<file path="src/rtl/harness_pkg.sv">
// Shared constants and helpers for the FPGA test-harness blocks.
package harness_pkg;

   localparam int unsigned BIT_ORDER_MSB_FIRST = 1;
   localparam int unsigned BIT_ORDER_LSB_FIRST = 0;

   // Width of a counter holding 0..width-1; never narrower than one bit.
   function automatic int unsigned count_width(input int unsigned width);
      return (width < 2) ? 1 : $clog2(width);
   endfunction

endpackage

</file>
<file path="src/rtl/harness_word_holding_register.sv">
// Valid/ready holding register for completed words, with a sticky overrun flag
// raised when a completed word arrives while the register is full and not draining.
module harness_word_holding_register #(
   parameter int unsigned WORD_WIDTH = 36
) (
   input  logic                  clock,
   input  logic                  reset,
   input  logic                  load,
   input  logic [WORD_WIDTH-1:0] word_in,
   input  logic                  word_ready,
   input  logic                  clear_overrun,
   output logic [WORD_WIDTH-1:0] word_out,
   output logic                  word_valid,
   output logic                  overrun
);

   logic [WORD_WIDTH-1:0] word_q, word_d;
   logic                  valid_q, valid_d;
   logic                  overrun_q, overrun_d;
   logic                  drain;
   logic                  accept;

   always_comb begin
      drain     = valid_q & word_ready;
      accept    = ~valid_q | drain;
      word_d    = word_q;
      valid_d   = valid_q;
      overrun_d = overrun_q;
      if (load && accept) begin
         word_d  = word_in;
         valid_d = 1'b1;
      end else if (drain) begin
         valid_d = 1'b0;
      end
      // A dropped word outranks a simultaneous clear request.
      if (load && !accept) begin
         overrun_d = 1'b1;
      end else if (clear_overrun) begin
         overrun_d = 1'b0;
      end
   end

   always_ff @(posedge clock) begin
      if (reset) begin
         word_q    <= '0;
         valid_q   <= 1'b0;
         overrun_q <= 1'b0;
      end else begin
         word_q    <= word_d;
         valid_q   <= valid_d;
         overrun_q <= overrun_d;
      end
   end

   assign word_out   = word_q;
   assign word_valid = valid_q;
   assign overrun    = overrun_q;

endmodule

</file>
<file path="src/rtl/harness_serial_word_loader.sv">
// Serial-to-parallel operand loader: shifts in one bit per enabled cycle and hands
// each completed word to a valid/ready holding register.
module harness_serial_word_loader
   import harness_pkg::*;
#(
   parameter int unsigned WORD_WIDTH = 36,
   parameter int unsigned MSB_FIRST  = BIT_ORDER_MSB_FIRST
) (
   input  logic                                 clock,
   input  logic                                 reset,
   input  logic                                 serial_in,
   input  logic                                 shift_en,
   output logic [WORD_WIDTH-1:0]                word_out,
   output logic                                 word_valid,
   input  logic                                 word_ready,
   output logic [count_width(WORD_WIDTH)-1:0]   bit_count,
   output logic                                 overrun,
   input  logic                                 clear_overrun
);

   localparam int unsigned CountWidth = count_width(WORD_WIDTH);
   localparam logic [CountWidth-1:0] LastBit = CountWidth'(WORD_WIDTH - 1);

   logic [WORD_WIDTH-1:0] shift_q, shift_d;
   logic [CountWidth-1:0] count_q, count_d;
   logic                  complete;

   always_comb begin
      shift_d  = shift_q;
      count_d  = count_q;
      complete = 1'b0;
      if (shift_en) begin
         if (MSB_FIRST == BIT_ORDER_MSB_FIRST) begin
            shift_d = {shift_q[WORD_WIDTH-2:0], serial_in};
         end else begin
            shift_d = {serial_in, shift_q[WORD_WIDTH-1:1]};
         end
         complete = (count_q == LastBit);
         count_d  = complete ? '0 : count_q + CountWidth'(1);
      end
   end

   always_ff @(posedge clock) begin
      if (reset) begin
         shift_q <= '0;
         count_q <= '0;
      end else begin
         shift_q <= shift_d;
         count_q <= count_d;
      end
   end

   // The completed word includes the bit accepted on this edge, hence shift_d.
   harness_word_holding_register #(
      .WORD_WIDTH(WORD_WIDTH)
   ) u_holding (
      .clock        (clock),
      .reset        (reset),
      .load         (complete),
      .word_in      (shift_d),
      .word_ready   (word_ready),
      .clear_overrun(clear_overrun),
      .word_out     (word_out),
      .word_valid   (word_valid),
      .overrun      (overrun)
   );

   assign bit_count = count_q;

endmodule
</file>
<file path="config.mk">
export PLATFORM = sky130hd
export DESIGN_NAME = harness_serial_word_loader
export DESIGN_NICKNAME = d
export VERILOG_FILES = /design/src/rtl/harness_pkg.sv /design/src/rtl/harness_word_holding_register.sv /design/src/rtl/harness_serial_word_loader.sv
export SDC_FILE = /design/constraint.sdc
export NUM_CORES = 1
export LEC_CHECK = 0
export ABC_AREA = 1
export CORE_MARGIN = 2
export CORE_UTILIZATION = 34
export CTS_BUF_LIST = sky130_fd_sc_hd__clkbuf_8
export DETAILED_ROUTE_END_ITERATION = 10
export PLACE_DENSITY_LB_ADDON = 0.3
export SETUP_SLACK_MARGIN = 0.05
export SYNTH_ARGS = -nofsm -noshare
export SYNTH_HDL_FRONTEND = slang
export SYNTH_SLANG_ARGS = --single-unit
</file>
<file path="constraint.sdc">
create_clock -name clock -period 1.2 [get_ports clock]
set_input_delay 0.36 -clock clock [delete_from_list [all_inputs] [get_ports clock]]
set_output_delay 0.36 -clock clock [all_outputs]
set_load 0.01 [all_outputs]
</file>
==> run summary, run 1 <==
outcome - finished with violations
failing checks - negative setup slack
vias in the first global route - 3051
DR DRC count - 0
Data required, critical path - 1500 ps
Cell Area, Synth - 3390 um2
GRT overflow - 0
layout net count - 586
clock latency on the worst-skew pair - 360 ps
Starting Density - 34.9%
met3 GRT Util - 4.70%
routed len/inst - 12.0 um
clock slew at reported path FFs - 80 ps
PD cells - 1050 nW/um2
Fill cells - 985
Worst Setup Path Type - flip-flop to flip-flop
Peak Freq - 751 MHz
time the worst path needs with I/O delays and setup - 1330 ps
Hold Vio Cnt, Final - 0
Final ANT Viol Nets - 0
drt pass-1 iters - 4
largest net degree at the start of global routing - 24
crit start category - flip-flop
global route hottest layer - met2
Tot Pwr - 5.13 mW
via count - 3227
PnR worst setup slack - -131 ps
dpl hpwl - 5280 um
commonest non-fill, non-tap cells in the layout - 149 x nand2_1, 112 x nor2_1, 54 x buf_6, 46 x inv_1, 45 x buf_4
crit path to - u_holding.word_out[4]
asr flop ratio synth - 0%
Overall Global Routing Usage - 15.6%
RSZ-0062 raised after global routing - yes
sequential element share of the synthesized area - 47.2%
GRT met2 Usage - 25.9%
I/O pin cnt - 50
RePlAce Congestion - 0.760
Setup Skew - 3.34 ps
Yosys cell types - 21
RR Endpoint - u_holding.word_out[4]
Root Driver - clkbuf_8
ys flop type - dfxtp_1
R2R depth - 8
total core area - 9730 um2
clock buffer depth - 2
fin util - 50.4%
relative slew slack - 81.5%
post-synthesis sequential element count - 80
row count - 36
final setup violation count - 46
max-slew violations - 0
Reg2Reg Setup Slack - -130 ps
layout cells sized above 1 - 32.4%
CP Capture Type - flip-flop
syn nets - 489
yosys synthesis warning count - 0
crit path DAT - 1630 ps
CTS buffer count - 9
Avg Synthesized Cell Area - 7.04 um2
Hold Path Class - flip-flop to flip-flop
drt total wl - 8640 um
EDFF count, synth - 0
Area Overhead vs Synth - 44.6%
drt first-iter violations - 112
CTS tree - yes
Post-Synthesis Cells - 482
worst slew pin tran - 276 ps
number of I/O port buffers - 49
initial antenna violation count - 0
DIE HEIGHT - 104 um
source of the worst register-to-register timing path - bit_count[1]
first-pass GRT wire length - 13800 um
P_leak - 2.32 nW
final worst-path cycle share - 111%
commonest non-fill, non-tap cell in the layout - nand2_1
Max Cap Viol - 0
hold_buf cts - 0
Worst Path Max Fanout - 15
n_diodes - 0
Max VDD drop - 467 uV
die area - 10800 um2
Vias/cell - 4.50
Critical Path Start - bit_count[1]
die span in x - 104 um
H-tree levels - 3
global routing usage on met1 - 19.5%
Sink Count - 80
-- Yosys cell counts (3+ instances only) --
cell,count,area share (%)
nand4_1,38,7.0
a21oi_1,4,0.59
nor2_1,115,13
buf_6,10,3.3
clkbuf_1,5,0.55
inv_2,3,0.33
inv_1,45,5.0
nand2_1,152,17
buf_4,4,0.88
buf_2,10,1.5
nor2_4,3,1.0
dfxtp_1,80,47
-- through the flow --
step	TNS (ps)	setup slack [ps]	cells	hold WS (ps)	instance area (um2)
floorplan	-1470	-49.0	482	487	3420
global placement	-34650	-532	680	455	4310
detailed placement	-37230	-558	680	462	4310
CTS	-4160	-134	700	480	4610
global route	-8950	-236	717	494	4910
finish	-4700	-131	717	472	4910
-- registers in the layout (all words and copies together), names as in the netlist --
| name | cells |
|---|---|
| shift_q | 36 |
| u_holding.word_out | 36 |
| u_holding.word_valid | 1 |
| bit_count | 6 |
| u_holding.overrun | 1 |
-- worst max-delay path, stage by stage, from the launching register on --
cell and delay, ps:
dfxtp_4 360, ha_4 160, inv_4 40, nor2_4 120, nand3_4 110, nor2_8 170, buf_12 160, nor2_1 50
nor2_1 90
-- layer usage --
layer / vias to the layer above / routed length [um]
li1: 1667 / -
met1: 1504 / 4050
met2: 45 / 4120
met3: 11 / 338
met4: 0 / 133
met5: - / 0
-- worst min path at each step --
stage / startpoint / end / slack, ps / depth (start not counted)
2_1_floorplan: u_holding.overrun / u_holding.overrun / 490 / 2
3_3_place_gp: u_holding.word_out[30] / u_holding.word_out[30] / 460 / 2
3_5_place_dp: u_holding.word_out[29] / u_holding.word_out[29] / 460 / 2
4_1_cts: u_holding.word_out[29] / u_holding.word_out[29] / 480 / 2
5_1_grt: u_holding.word_out[9] / u_holding.word_out[9] / 490 / 2
6_report: u_holding.word_out[29] / u_holding.word_out[29] / 470 / 2
-- where the power goes --
group	switching (mW)	total (mW)	internal [mW]
Sequential	0.0259	2.76	2.73
Clock	0.928	1.76	0.829
Combinational	0.331	0.613	0.282
Total	1.28	5.13	3.84
-- cell type report --
cell class	count	area, um2	share of cell area, %
Sequential cell	80	1660	33.9
Multi-Input combinational cell	323	1440	29.4
Timing Repair Buffer	117	1270	26.0
Inverter	48	188	3.82
Clock inverter	5	18.8	0.382
Tap cell	133	166	3.39
Clock buffer	11	151	3.09
-- cell families (layout without fill, tap and decap cells) --
logic type / Yosys count / count (layout) / share of synthesized area [%]
adder cells (fa/ha/maj): 1 / 1 / 0.369
AND/OR/NAND/NOR: 315 / 315 / 39.4
XOR/XNOR: 2 / 2 / 0.516
buffers and inverters: 79 / 181 / 11.8
flip-flops: 80 / 80 / 47.2
AO/OA/AOI/OAI: 5 / 5 / 0.737
-- repair_timing --
action | CTS | global route
endpoints found under the setup margin | 117 | 86
gates resized for setup | 262 | 28
setup buffers | 4 | 12
pin swaps | 1 | 7
endpoints found under the hold margin | 0 | 0
gates cloned | 0 | 5
Note: power is estimated with default switching activity, not from simulation.
==> run 2: changes to the inputs <==
CORE_MARGIN = 5   (was 2)
CORE_UTILIZATION = 45   (was 34)
==> run 2 against run 1 <==
Effect of this change: the run still ends with negative setup slack left; sequential power is essentially flat; sequential share of layout area shrank 1.0 points; via count rose by 3.0%; final area rose by 3.8%; critical endpoint is now u_holding.word_out[11].
==> run summary, run 2 (synthesized netlist as in run 1, its figures left out) <==
RSZ-0062 raised after global routing - yes (unchanged)
first-pass GRT wire length - 14300 um (was 13800 um)
setup TNS - -5730 ps (was -4700 ps)
dpl hpwl - 5300 um (was 5280 um)
die area - 9380 um2 (was 10800 um2)
Max VDD drop - 587 uV (was 467 uV)
vias in the first global route - 3103 (was 3051)
drt pass-1 iters - 5 (was 4)
commonest non-fill, non-tap cell in the layout - nand2_1 (unchanged)
final worst-path cycle share - 114% (was 111%)
Final ANT Viol Nets - 0 (unchanged)
total core area - 7290 um2 (was 9730 um2)
Starting Density - 46.6% (was 34.9%)
Hold Vio Cnt, Final - 0 (unchanged)
Hold Path Class - flip-flop to flip-flop (unchanged)
Overall Global Routing Usage - 18.0% (was 15.6%)
row count - 31 (was 36)
Data required, critical path - 1470 ps (was 1500 ps)
Inst Count DP - 650 (was 680)
outcome - finished with violations (unchanged)
RePlAce Congestion - 0.767 (was 0.760)
time the worst path needs with I/O delays and setup - 1360 ps (was 1330 ps)
Peak Freq - 733 MHz (was 751 MHz)
Fill cells - 571 (was 985)
relative slew slack - 82.7% (was 81.5%)
final setup violation count - 45 (was 46)
Worst Setup Path Type - flip-flop to flip-flop (unchanged)
max-slew violations - 0 (unchanged)
Sink Count - 80 (unchanged)
crit path DAT - 1640 ps (was 1630 ps)
P_leak - 2.39 nW (was 2.32 nW)
drt first-iter violations - 202 (was 112)
clock buffer depth - 2 (unchanged)
hold_buf cts - 0 (unchanged)
Root Driver - clkbuf_8 (unchanged)
failing checks - negative setup slack (unchanged)
PnR worst setup slack - -164 ps (was -131 ps)
PD cells - 1110 nW/um2 (was 1050 nW/um2)
number of I/O port buffers - 49 (unchanged)
routed len/inst - 12.7 um (was 12.0 um)
I/O pin cnt - 50 (unchanged)
layout net count - 591 (was 586)
Area Overhead vs Synth - 50.1% (was 44.6%)
drt total wl - 8730 um (was 8640 um)
via count - 3325 (was 3227)
largest net degree at the start of global routing - 22 (was 24)
CTS buffer count - 9 (unchanged)
Setup Skew - 10.2 ps (was 3.34 ps)
Vias/cell - 4.83 (was 4.50)
cell area after layout - 5090 um2 (was 4910 um2)
n_diodes - 0 (unchanged)
DR DRC count - 0 (unchanged)
Worst Path Max Fanout - 10 (was 15)
die span in x - 96.9 um (was 104 um)
commonest non-fill, non-tap cells in the layout - 149 x nand2_1, 104 x nor2_1, 50 x buf_6, 49 x buf_4, 44 x inv_1 (was 149 x nand2_1, 112 x nor2_1, 54 x buf_6, 46 x inv_1, 45 x buf_4)
CTS tree - yes (unchanged)
GRT overflow - 0 (unchanged)
DP Area - 4330 um2 (was 4310 um2)
CP Capture Type - flip-flop (unchanged)
clock latency on the worst-skew pair - 340 ps (was 360 ps)
Max Cap Viol - 0 (unchanged)
initial antenna violation count - 0 (unchanged)
final std cells w/o fill - 688 (was 717)
Tot Pwr - 5.68 mW (was 5.13 mW)
final hold slack - 475 ps (was 472 ps)
layout cells sized above 1 - 35.3% (was 32.4%)
worst slew pin tran - 260 ps (was 276 ps)
H-tree levels - 3 (unchanged)
DIE HEIGHT - 96.9 um (was 104 um)
clock slew at reported path FFs - 70 ps (was 80 ps)
crit start category - flip-flop (unchanged)
## run 2: power breakdown
part | internal (mW) | total [mW] | switching [mW]
Clock | 1.28 | 2.26 | 0.978
Combinational | 0.315 | 0.664 | 0.349
Sequential | 2.72 | 2.75 | 0.0288
Total | 4.32 | 5.68 | 1.36
## run 2: path summary, 6_finish.rpt
kind	start	cells after the start	slack, ps	to
worst max-delay path	bit_count[1]	8	-160	u_holding.word_out[11]
worst min-delay path	u_holding.word_out[24]	2	480	u_holding.word_out[24]
worst max register to register	bit_count[1]	8	-160	u_holding.word_out[11]
worst min register to register	u_holding.word_out[24]	2	480	u_holding.word_out[24]
## run 2: per-stage QoR
stage	util (%)	setup slack (ps)
after global placement	59.4	-463
final	69.9	-164
after CTS	66.8	-126
after floorplan	-	-49.0
after detailed placement	59.4	-479
after global routing	69.9	-234
## run 2: critical path, cell delays in order (launching register included)
cell	delay, ps
dfxtp_4	370
ha_4	160
inv_4	40
nor2_4	110
nand3_4	110
nor2_8	200
clkbuf_16	200
nor2_1	40
nor2_1	70
## run 2: area by class of cell
class | count | area [um2] | share of cell area [%]
clock inverter | 5 | 77.6 | 1.52
multi-input combinational | 323 | 1520 | 29.8
inverter | 48 | 185 | 3.64
tap | 99 | 124 | 2.43
clock buffer | 11 | 151 | 2.97
timing repair buffer | 122 | 1370 | 26.8
sequential | 80 | 1670 | 32.9
## run 2: timing repair
action | 4_1_cts | 5_1_grt
resized for setup | 277 | 32
setup endpoints to repair | 110 | 86
pin swaps | 2 | 15
gates cloned | 2 | 2
setup buffers | 8 | 11
## run 2: metal layers
metal / vias up / wire length (um) / global-route usage [%]
met5: - / 0 / 0
met4: 0 / 123 / 6.48
met3: 11 / 319 / 3.24
met2: 73 / 4370 / 30.9
met1: 1562 / 3910 / 22.6
li1: 1679 / - / -
